$ cat src/rtl/dma_pkg.sv
// dma_pkg: shared state type, priority-mode constants and round-robin helper
// for the DMA write arbiter.
package dma_pkg;
    typedef enum logic {ARB_IDLE, ARB_GRANT} arb_state_e;
    localparam logic PRIO_RR    = 1'b0;
    localparam logic PRIO_FIXED = 1'b1;
    localparam int   MAX_CH     = 8;
    // Returns {valid, index} of the first request after ptr, wrapping at n.
    function automatic logic [3:0] rr_pick(input logic [MAX_CH-1:0] req, input logic [2:0] ptr, input int n);
        logic [3:0] res;
        logic [2:0] c;
        res = '0;
        for (int d = MAX_CH; d >= 1; d--) begin
            if (d <= n) begin
                c = 3'((int'(ptr) + d) % n);
                if (req[c]) res = {1'b1, c};
            end
        end
        return res;
    endfunction
endpackage

$ cat src/rtl/dma_arb_picker.sv
// dma_arb_picker: combinational winner selection; fixed priority is a
// round-robin search that starts just after the last channel.
module dma_arb_picker
    import dma_pkg::*;
#(
    parameter int N_CH = 3,
    parameter int IW   = $clog2(N_CH)
) (
    input  logic [N_CH-1:0] req_i,
    input  logic [IW-1:0]   ptr_i,
    input  logic            mode_i,
    output logic [IW-1:0]   idx_o,
    output logic            valid_o
);
    logic [3:0] pick;
    always_comb pick = rr_pick(MAX_CH'(req_i), mode_i == PRIO_FIXED ? 3'(N_CH - 1) : 3'(ptr_i), N_CH);
    assign idx_o   = IW'(pick[2:0]);
    assign valid_o = pick[3];
endmodule

$ cat src/rtl/dma_wr_arbiter.sv
// dma_wr_arbiter: N-channel Avalon-MM write arbiter onto one SDRAM write port
// with round-robin/fixed priority, per-channel base offset, burst lock and beat counters.
module dma_wr_arbiter
    import dma_pkg::*;
#(
    parameter int N_CH      = 3,
    parameter int DATA_W    = 128,
    parameter int ADR_W     = 28,
    parameter int BURST_MAX = 16,
    parameter int CNT_W     = 16,
    localparam int IW       = $clog2(N_CH)
) (
    input  logic                  clk_i,
    input  logic                  rst_i,
    input  logic                  prio_mode_i,
    input  logic [N_CH*DATA_W-1:0] ch_data_i,
    input  logic [N_CH*ADR_W-1:0] ch_adr_i,
    input  logic [N_CH*ADR_W-1:0] ch_base_i,
    input  logic [N_CH-1:0]       ch_wr_i,
    output logic [N_CH-1:0]       ch_waitreq_o,
    output logic [DATA_W-1:0]     sdram_writedata_o,
    output logic [ADR_W-1:0]      sdram_address_o,
    output logic                  sdram_write_o,
    input  logic                  sdram_waitrequest_i,
    output logic [IW-1:0]         grant_idx_o,
    output logic [N_CH*CNT_W-1:0] beat_cnt_o
);
    arb_state_e       state_q;
    logic [IW-1:0]    grant_q, ptr_q, pick_idx;
    logic             pick_valid, wr_g, accept, release_g;
    logic [7:0]       burst_q, burst_d;
    logic [CNT_W-1:0] beat_q [N_CH];

    dma_arb_picker #(.N_CH(N_CH), .IW(IW)) u_picker (
        .req_i   (ch_wr_i),
        .ptr_i   (ptr_q),
        .mode_i  (prio_mode_i),
        .idx_o   (pick_idx),
        .valid_o (pick_valid)
    );

    // A stalled beat keeps ch_wr high, so it can never satisfy either release condition.
    always_comb begin
        wr_g      = state_q == ARB_GRANT && ch_wr_i[grant_q];
        accept    = wr_g && !sdram_waitrequest_i;
        burst_d   = accept ? burst_q + 8'd1 : burst_q;
        release_g = state_q == ARB_GRANT && (!ch_wr_i[grant_q] || (accept && burst_d == 8'(BURST_MAX)));
        ch_waitreq_o = '1;
        if (state_q == ARB_GRANT) ch_waitreq_o[grant_q] = sdram_waitrequest_i;
    end

    assign sdram_write_o     = wr_g;
    assign sdram_writedata_o = ch_data_i[int'(grant_q)*DATA_W +: DATA_W];
    assign sdram_address_o   = ch_adr_i[int'(grant_q)*ADR_W +: ADR_W] + ch_base_i[int'(grant_q)*ADR_W +: ADR_W];
    assign grant_idx_o       = grant_q;

    for (genvar i = 0; i < N_CH; i++) begin : g_cnt
        assign beat_cnt_o[i*CNT_W +: CNT_W] = beat_q[i];
    end

    always_ff @(posedge clk_i or posedge rst_i) begin
        if (rst_i) begin
            state_q <= ARB_IDLE;
            grant_q <= '0;
            ptr_q   <= IW'(N_CH - 1);
            burst_q <= '0;
            for (int i = 0; i < N_CH; i++) beat_q[i] <= '0;
        end else if (state_q == ARB_IDLE) begin
            if (pick_valid) begin
                grant_q <= pick_idx;
                state_q <= ARB_GRANT;
            end
        end else begin
            burst_q <= release_g ? '0 : burst_d;
            if (accept) beat_q[grant_q] <= beat_q[grant_q] + CNT_W'(1);
            if (release_g) begin
                state_q <= ARB_IDLE;
                ptr_q   <= grant_q;
            end
        end
    end
endmodule

$ cat config.mk
export PLATFORM = sky130hd
export DESIGN_NAME = dma_wr_arbiter
export DESIGN_NICKNAME = d
export VERILOG_FILES = /design/src/rtl/dma_pkg.sv /design/src/rtl/dma_arb_picker.sv /design/src/rtl/dma_wr_arbiter.sv
export SDC_FILE = /design/constraint.sdc
export NUM_CORES = 1
export LEC_CHECK = 0
export CORE_AREA = 2 2 297 299
export CTS_BUF_LIST = sky130_fd_sc_hd__clkbuf_4 sky130_fd_sc_hd__clkbuf_8
export DETAILED_ROUTE_END_ITERATION = 12
export DIE_AREA = 0 0 299 301
export PLACE_DENSITY = 0.4
export SLEW_MARGIN = 10
export SYNTH_ARGS = -nofsm -noshare
export SYNTH_HDL_FRONTEND = slang
export SYNTH_HIERARCHICAL = 1
export SYNTH_SLANG_ARGS = --single-unit
$ cat constraint.sdc
create_clock -name clk_i -period 5.7 [get_ports clk_i]
set_input_delay 1.425 -clock clk_i [delete_from_list [all_inputs] [get_ports clk_i]]
set_output_delay 1.425 -clock clk_i [all_outputs]
set_load 0.01 [all_outputs]
==> flow_metrics.py, run 1 <==
metrics = {
    "outcome": {
        "status": "finished clean",
    },
    "timing": {
        "fin_skew_ns": 0.0124,
        "clock.fmax_mhz": 176,
        "layout_setup_ws_ns": 0.00893,
        "hold_viol_final": 0,
        "tightestPinTransition_ns": 1.09,
        "drv_slew": 0,
        "min_period_ns": 5.69,
        "timing.slew.headroom": 0.272,
        "period_share": 0.998,
        "rsz0062_at_grt": "true",
        "timing.hold.ws_ns": 0.523,
        "tns_ns": 0,
        "setup_viol": 0,
    },
    "synth": {
        "ys_top_cells_by_area": "mux2i_1 23%, dfrtp_1 17%, o21ai_0 12%, nand2_1 9.6%, mux2_2 4.8%",
        "synth_top_area_share": 0.232,
        "synth-seq-cells": 61,
        "ys_types": 74,
        "syn-num-nets": 1717,
        "ys_seq_area_frac": 0.176,
        "syn_inst": 1127,
        "yosysTopAreaCell": "mux2i_1",
        "ys_dominant_reg_cell": "dfrtp_1",
        "synth_enable_flop_cells": 0,
        "syn_area_per_cell_um2": 7.71,
        "yosysWarningCount": 6,
        "async_flop_share": 1.00,
        "netlist_area_um2": 8690,
    },
    "layout": {
        "areaGrowthSynthToFinish_pct": 117,
        "stdcell_count": 3115,
        "nNetsFinal": 2541,
        "drive_gt1_frac": 0.131,
    },
    "detailed_routing": {
        "drc": 0,
        "routed_wl_um": 66600,
        "vias": 11800,
        "vias_per_cell": 3.80,
        "avgRoutedWirePerCell_um": 21.4,
        "first_iter_violations": 587,
        "ant_nets": 0,
        "first_pass_iters": 5,
    },
    "floorplanning": {
        "dieArea_um2": 90000,
        "core_um2": 86500,
        "start_util": 0.100,
        "die_y_um": 301,
        "rows": 108,
        "die_w_um": 299,
        "ios": 769,
    },
    "setup_path": {
        "endpoint_kind": "output pin",
        "critPathKind": "input port to output pin",
        "path_max_fanout": 3,
        "critPathLaunchType": "input port",
        "r2r.worst_path.cells": 7,
        "critical_path_required_ns": 4.28,
        "cp_data_arrival_time_ns": 4.27,
    },
    "placed_design": {
        "hpwl_um": 57100,
        "pre_cts_ws_ns": -0.719,
        "globalplace.congestion": 0.920,
        "port_buffers": 768,
        "dpl.cell_count": 3083,
    },
    "worst_hold_path": {
        "min_path_type": "register to register",
        "min_path_cells": 1,
    },
    "global_route": {
        "grt_pass1_wl_um": 90600,
        "grt_max_degree": 75,
        "grt_overflow": 0,
        "busiest_layer": "met2",
        "grt_pass1_vias": 12500,
        "grt_util_met2": 0.245,
        "track_usage": 0.138,
        "antenna_found_initial": 6,
        "use_met3": 0.0360,
        "grt_use_met1": 0.166,
    },
    "job": {
        "cap_viol_max_count": 0,
    },
    "power": {
        "peakVddDrop_uv": 195,
        "total_power_uw": 9860,
        "leakagePower_uw": 0.00723,
        "powerDensity_nw_per_um2": 523,
    },
    "clock_tree": {
        "numClockSinks": 61,
        "path_clk_slew_ns": 0.08,
        "cts_buffer_depth": 2,
        "tritoncts": "built",
        "htreeDepth": 3,
        "clockRootBuffer": "clkbuf_8",
        "cts_made_buffers": 9,
        "worstSkewPairLatency_ns": 0.35,
    },
}
==> metrics by stage <==
| stage | util | area, um^2 |
|---|---|---|
| 2_1_floorplan | - | 8690 |
| 3_3_place_gp | 0.212 | 18300 |
| 3_5_place_dp | 0.212 | 18300 |
| 4_1_cts | 0.216 | 18700 |
| 5_1_grt | 0.218 | 18800 |
| 6_report | 0.218 | 18800 |
==> flip-flops by register name, indices dropped and copies added, names as in the netlist <==
register / cells
burst_q: 8
ptr_q: 2
grant_idx_o: 2
state_q: 1
beat_cnt_o: 48
==> logic make-up (layout without fill, tap and decap cells) <==
logic type	Yosys count	count (layout)	share of synthesized area
adder cells (fa/ha/maj)	31	31	0.0455
multiplexers	251	251	0.296
AND/OR/NAND/NOR	332	332	0.177
buffers and inverters	90	919	0.0455
AO/OA/AOI/OAI	322	322	0.220
flip-flops	61	61	0.176
other	0	4	0
XOR/XNOR	40	40	0.0403
==> final cells by class <==
| class | count | area (um^2) |
|---|---|---|
| Inverter | 14 | 52.6 |
| Timing Repair Buffer | 889 | 8590 |
| Clock inverter | 6 | 111 |
| Antenna cell | 4 | 10.0 |
| Multi-Input combinational cell | 976 | 6970 |
| Sequential cell | 61 | 1540 |
| Fill cell | 9528 | 67600 |
| Tap cell | 1155 | 1450 |
| Clock buffer | 10 | 131 |
==> Yosys cell counts (9+ instances only) <==
master / count
clkbuf_1: 41
nand2_1: 223
o2bb2ai_2: 9
mux2_2: 37
o21ai_0: 203
buf_1: 9
ha_1: 30
xor2_1: 24
dfrtp_1: 60
inv_1: 14
a21oi_1: 39
buf_2: 22
mux2i_1: 201
nor2_1: 31
xnor2_1: 16
a21o_1: 10
mux2_1: 13
o31ai_1: 10
nor3_1: 16
==> cells in the final DEF, fill, tap and decap left out, types with 4 or more instances in the layout <==
cell type / instances
clkdlybuf4s50_1: 734
nand2_1: 222
mux2i_1: 199
o21ai_0: 185
buf_4: 119
dfrtp_1: 58
mux2_2: 37
a21oi_1: 35
nor2_1: 31
ha_1: 25
xor2_1: 23
o21ai_1: 16
xnor2_1: 15
inv_1: 13
nor3_1: 13
mux2_1: 13
a21o_1: 10
dlymetal6s2s_1: 10
o2bb2ai_2: 9
clkbuf_8: 9
o31ai_1: 8
dlygate4sd2_1: 8
nand3_1: 7
o2bb2ai_1: 7
nand2b_1: 6
nor3b_1: 6
buf_2: 6
o21bai_1: 5
clkbuf_2: 5
diode_2: 4
nor4_1: 4
nand3b_1: 4
o21ai_2: 4
a21oi_2: 4
or2_2: 4
ha_2: 4
==> final timing paths <==
check | to | slack [ns] | from
max in group asynchronous | ptr_q[1] | 3.21 | rst_i
setup reg to reg | beat_cnt_o[27] | 2.23 | grant_idx_o[1]
hold reg to reg | burst_q[5] | 0.52 | burst_q[5]
hold / removal | burst_q[5] | 0.52 | burst_q[5]
min in group asynchronous | beat_cnt_o[25] | 1.60 | rst_i
setup / recovery | sdram_address_o[27] | 0.009 | ch_base_i[58]
==> where the power goes <==
part           leakage (uW)  internal (uW)  switching (uW)
clock              0.000120            295             193
sequential         0.000829            494             115
combinational       0.00628           4130            4640
==> worst max-delay path, stage by stage <==
cell and delay (ns):
clkdlybuf4s50_1 0.48, mux2i_1 0.08, o21ai_0 0.18, ha_2 0.31, and3_4 0.15, a221o_1 0.36, a211o_4 0.41, buf_6 0.13
o21ai_4 0.13, a211oi_2 0.08, nor4_1 0.22, buf_4 0.19, buf_6 0.10
==> routing by layer <==
metal	vias to the layer above	wire (um)	part of all wire
met5	-	11	0.00017
li1	5739	-	-
met1	5521	27400	0.41
met3	43	4830	0.072
met4	2	1280	0.019
met2	523	33100	0.50
==> what timing repair did <==
action,CTS,global route
hold buffers,0,0
pin swaps,18,24
buffers inserted,6,6
endpoints found under the setup margin,21,21
resized for setup,91,55
(Power assumes the default switching activity.)
==> run 2, diff against run 1 <==
--- a/config.mk
+++ b/config.mk
@@ -5,6 +5,7 @@
 export SDC_FILE = /design/constraint.sdc
 export NUM_CORES = 1
 export LEC_CHECK = 0
+export ABC_CLOCK_PERIOD_IN_PS = 6500
 export CORE_AREA = 2 2 297 299
 export CTS_BUF_LIST = sky130_fd_sc_hd__clkbuf_4 sky130_fd_sc_hd__clkbuf_8
 export DETAILED_ROUTE_END_ITERATION = 12
==> constraint.sdc (replaced) <==
create_clock -name clk_i -period 6.5 [get_ports clk_i]
set_input_delay 1.625 -clock clk_i [delete_from_list [all_inputs] [get_ports clk_i]]
set_output_delay 1.625 -clock clk_i [all_outputs]
set_load 0.01 [all_outputs]
==> flow_metrics.py, run 2 (synthesized netlist as in run 1, its figures left out) <==
metrics = {
    "clock_tree": {
        "cts_buffer_depth": 2,
        "cts_hold_buffers": 0,
        "numClockSinks": 61,
        "worstSkewPairLatency_ns": 0.35,
        "cts_made_buffers": 9,
        "clockRootBuffer": "clkbuf_8",
        "htreeDepth": 3,
        "tritoncts": "built",
        "path_clk_slew_ns": 0.07,
    },
    "outcome": {
        "status": "finished clean",
    },
    "timing": {
        "timing.slew.headroom": 0.282,
        "drv_slew": 0,
        "period_share": 0.980,
        "rsz0062_at_grt": "true",
        "timing.hold.ws_ns": 0.513,
        "hold_viol_final": 0,
        "min_period_ns": 6.37,
        "fin_skew_ns": 0.00587,
        "clock.fmax_mhz": 157,
        "tightestPinTransition_ns": 1.07,
        "setup_viol": 0,
    },
    "placed_design": {
        "placed_cell_area_um2": 18000,
        "hpwl_um": 56200,
        "port_buffers": 768,
        "globalplace.congestion": 0.915,
    },
    "job": {
        "cap_viol_max_count": 0,
    },
    "power": {
        "p_clk_frac": 0.041,
        "p_switching_uw": 4150,
        "combPwrFrac": 0.897,
        "leakagePower_uw": 0.00689,
        "peakVddDrop_uv": 220,
        "switching_share": 0.515,
        "p_int_uw": 3910,
        "powerDensity_nw_per_um2": 441,
        "pwr-share-seq": 0.062,
    },
    "global_route": {
        "grt_overflow": 0,
        "grt_pass1_vias": 12200,
        "grt_max_degree": 99,
        "track_usage": 0.136,
        "grt_pass1_wl_um": 89400,
        "antenna_found_initial": 4,
    },
    "layout": {
        "largest_reg_flops": 48,
        "fillerInstances": 9580,
        "drive_gt1_frac": 0.0857,
        "areaGrowthSynthToFinish_pct": 110,
        "stdcell_area_um2": 18300,
        "nNetsFinal": 2487,
        "final_cell_mix": "753 x clkdlybuf4s50_1, 223 x nand2_1, 199 x mux2i_1, 197 x o21ai_0, 65 x buf_4",
        "layout_commonest_cell": "clkdlybuf4s50_1",
    },
    "worst_hold_path": {
        "min_path_cells": 2,
        "min_path_type": "register to register",
    },
    "detailed_routing": {
        "first_pass_iters": 5,
        "first_iter_violations": 629,
        "drc": 0,
        "ant_nets": 0,
        "vias": 11500,
        "vias_per_cell": 3.78,
        "routed_wl_um": 65800,
        "avgRoutedWirePerCell_um": 21.5,
    },
    "setup_path": {
        "critical_path_required_ns": 4.88,
        "endpoint_kind": "output pin",
        "path_max_fanout": 4,
        "critPathKind": "input port to output pin",
        "critPathLaunchType": "input port",
        "cp_data_arrival_time_ns": 4.75,
        "r2r.worst_path.cells": 9,
    },
    "floorplanning": {
        "die_w_um": 299,
        "ios": 769,
        "die_y_um": 301,
        "core_um2": 86500,
        "dieArea_um2": 90000,
        "rows": 108,
        "start_util": 0.100,
    },
}
run 2: path summary, 6_finish.rpt:
kind | slack, ns | from | end
setup reg to reg | 2.94 | grant_idx_o[1] | beat_cnt_o[28]
setup / recovery | 0.13 | ch_base_i[3] | sdram_address_o[15]
hold reg to reg | 0.51 | beat_cnt_o[0] | beat_cnt_o[0]
min in group asynchronous | 1.84 | rst_i | beat_cnt_o[21]
max in group asynchronous | 4.04 | rst_i | grant_idx_o[0]
hold / removal | 0.51 | beat_cnt_o[0] | beat_cnt_o[0]
run 2: per-stage QoR:
step / utilization / cells / power, uW / worst slack [ns] / TNS, ns
after floorplan: - / 1127 / 3850 / 1.03 / 0
after global placement: 0.208 / 3038 / 7820 / -0.349 / -2.44
after detailed placement: 0.208 / 3038 / 7840 / -0.343 / -2.14
after CTS: 0.211 / 3055 / 8200 / 0.0190 / 0
after global routing: 0.211 / 3056 / 8640 / -0.000645 / -0.000645
final: 0.211 / 3057 / 8060 / 0.128 / 0
run 2: routing by layer:
layer / wire length, um / share of wire / global-route usage
met1: 27200 / 0.41 / 0.164
met2: 33100 / 0.50 / 0.246
met3: 4830 / 0.073 / 0.0357
met4: 664 / 0.010 / 0.0155
met5: 23 / 0.00035 / 0
run 2: critical path, stage by stage:
cell             delay (ns)
clkdlybuf4s50_1        0.47
mux2i_1                0.07
o21ai_1                0.19
ha_1                   0.29
a21o_1                 0.20
a221o_1                0.41
a211o_4                0.40
or2_1                  0.27
nand2_1                0.09
xnor2_1                0.12
clkdlybuf4s50_1        0.59
run 2: cell type report:
type / count / area, um^2 / area share
sequential: 61 / 1540 / 0.0840
inverter: 14 / 52.6 / 0.00288
antenna: 1 / 2.50 / 0.000137
clock buffer: 12 / 165 / 0.00904
multi-input combinational: 976 / 6820 / 0.373
tap: 1155 / 1450 / 0.0791
timing repair buffer: 835 / 8240 / 0.451
clock inverter: 3 / 20.0 / 0.00110
run 2: what timing repair did:
| action | 4_1_cts | 5_1_grt |
|---|---|---|
| resized for setup | 18 | 20 |
| hold endpoints to repair | 0 | 0 |
| setup buffers | 2 | 1 |
| pin swaps | 4 | 1 |
| endpoints found under the setup margin | 16 | 13 |
run 2: power groups by stage:
| stage | registers (uW) | clock network [uW] | logic [uW] |
|---|---|---|---|
| finish | 497 | 331 | 7230 |
| global route | 506 | 357 | 7780 |
| CTS | 498 | 341 | 7360 |
| detailed placement | 505 | 0 | 7340 |
| global placement | 502 | 0 | 7320 |
| floorplan | 489 | 0 | 3360 |
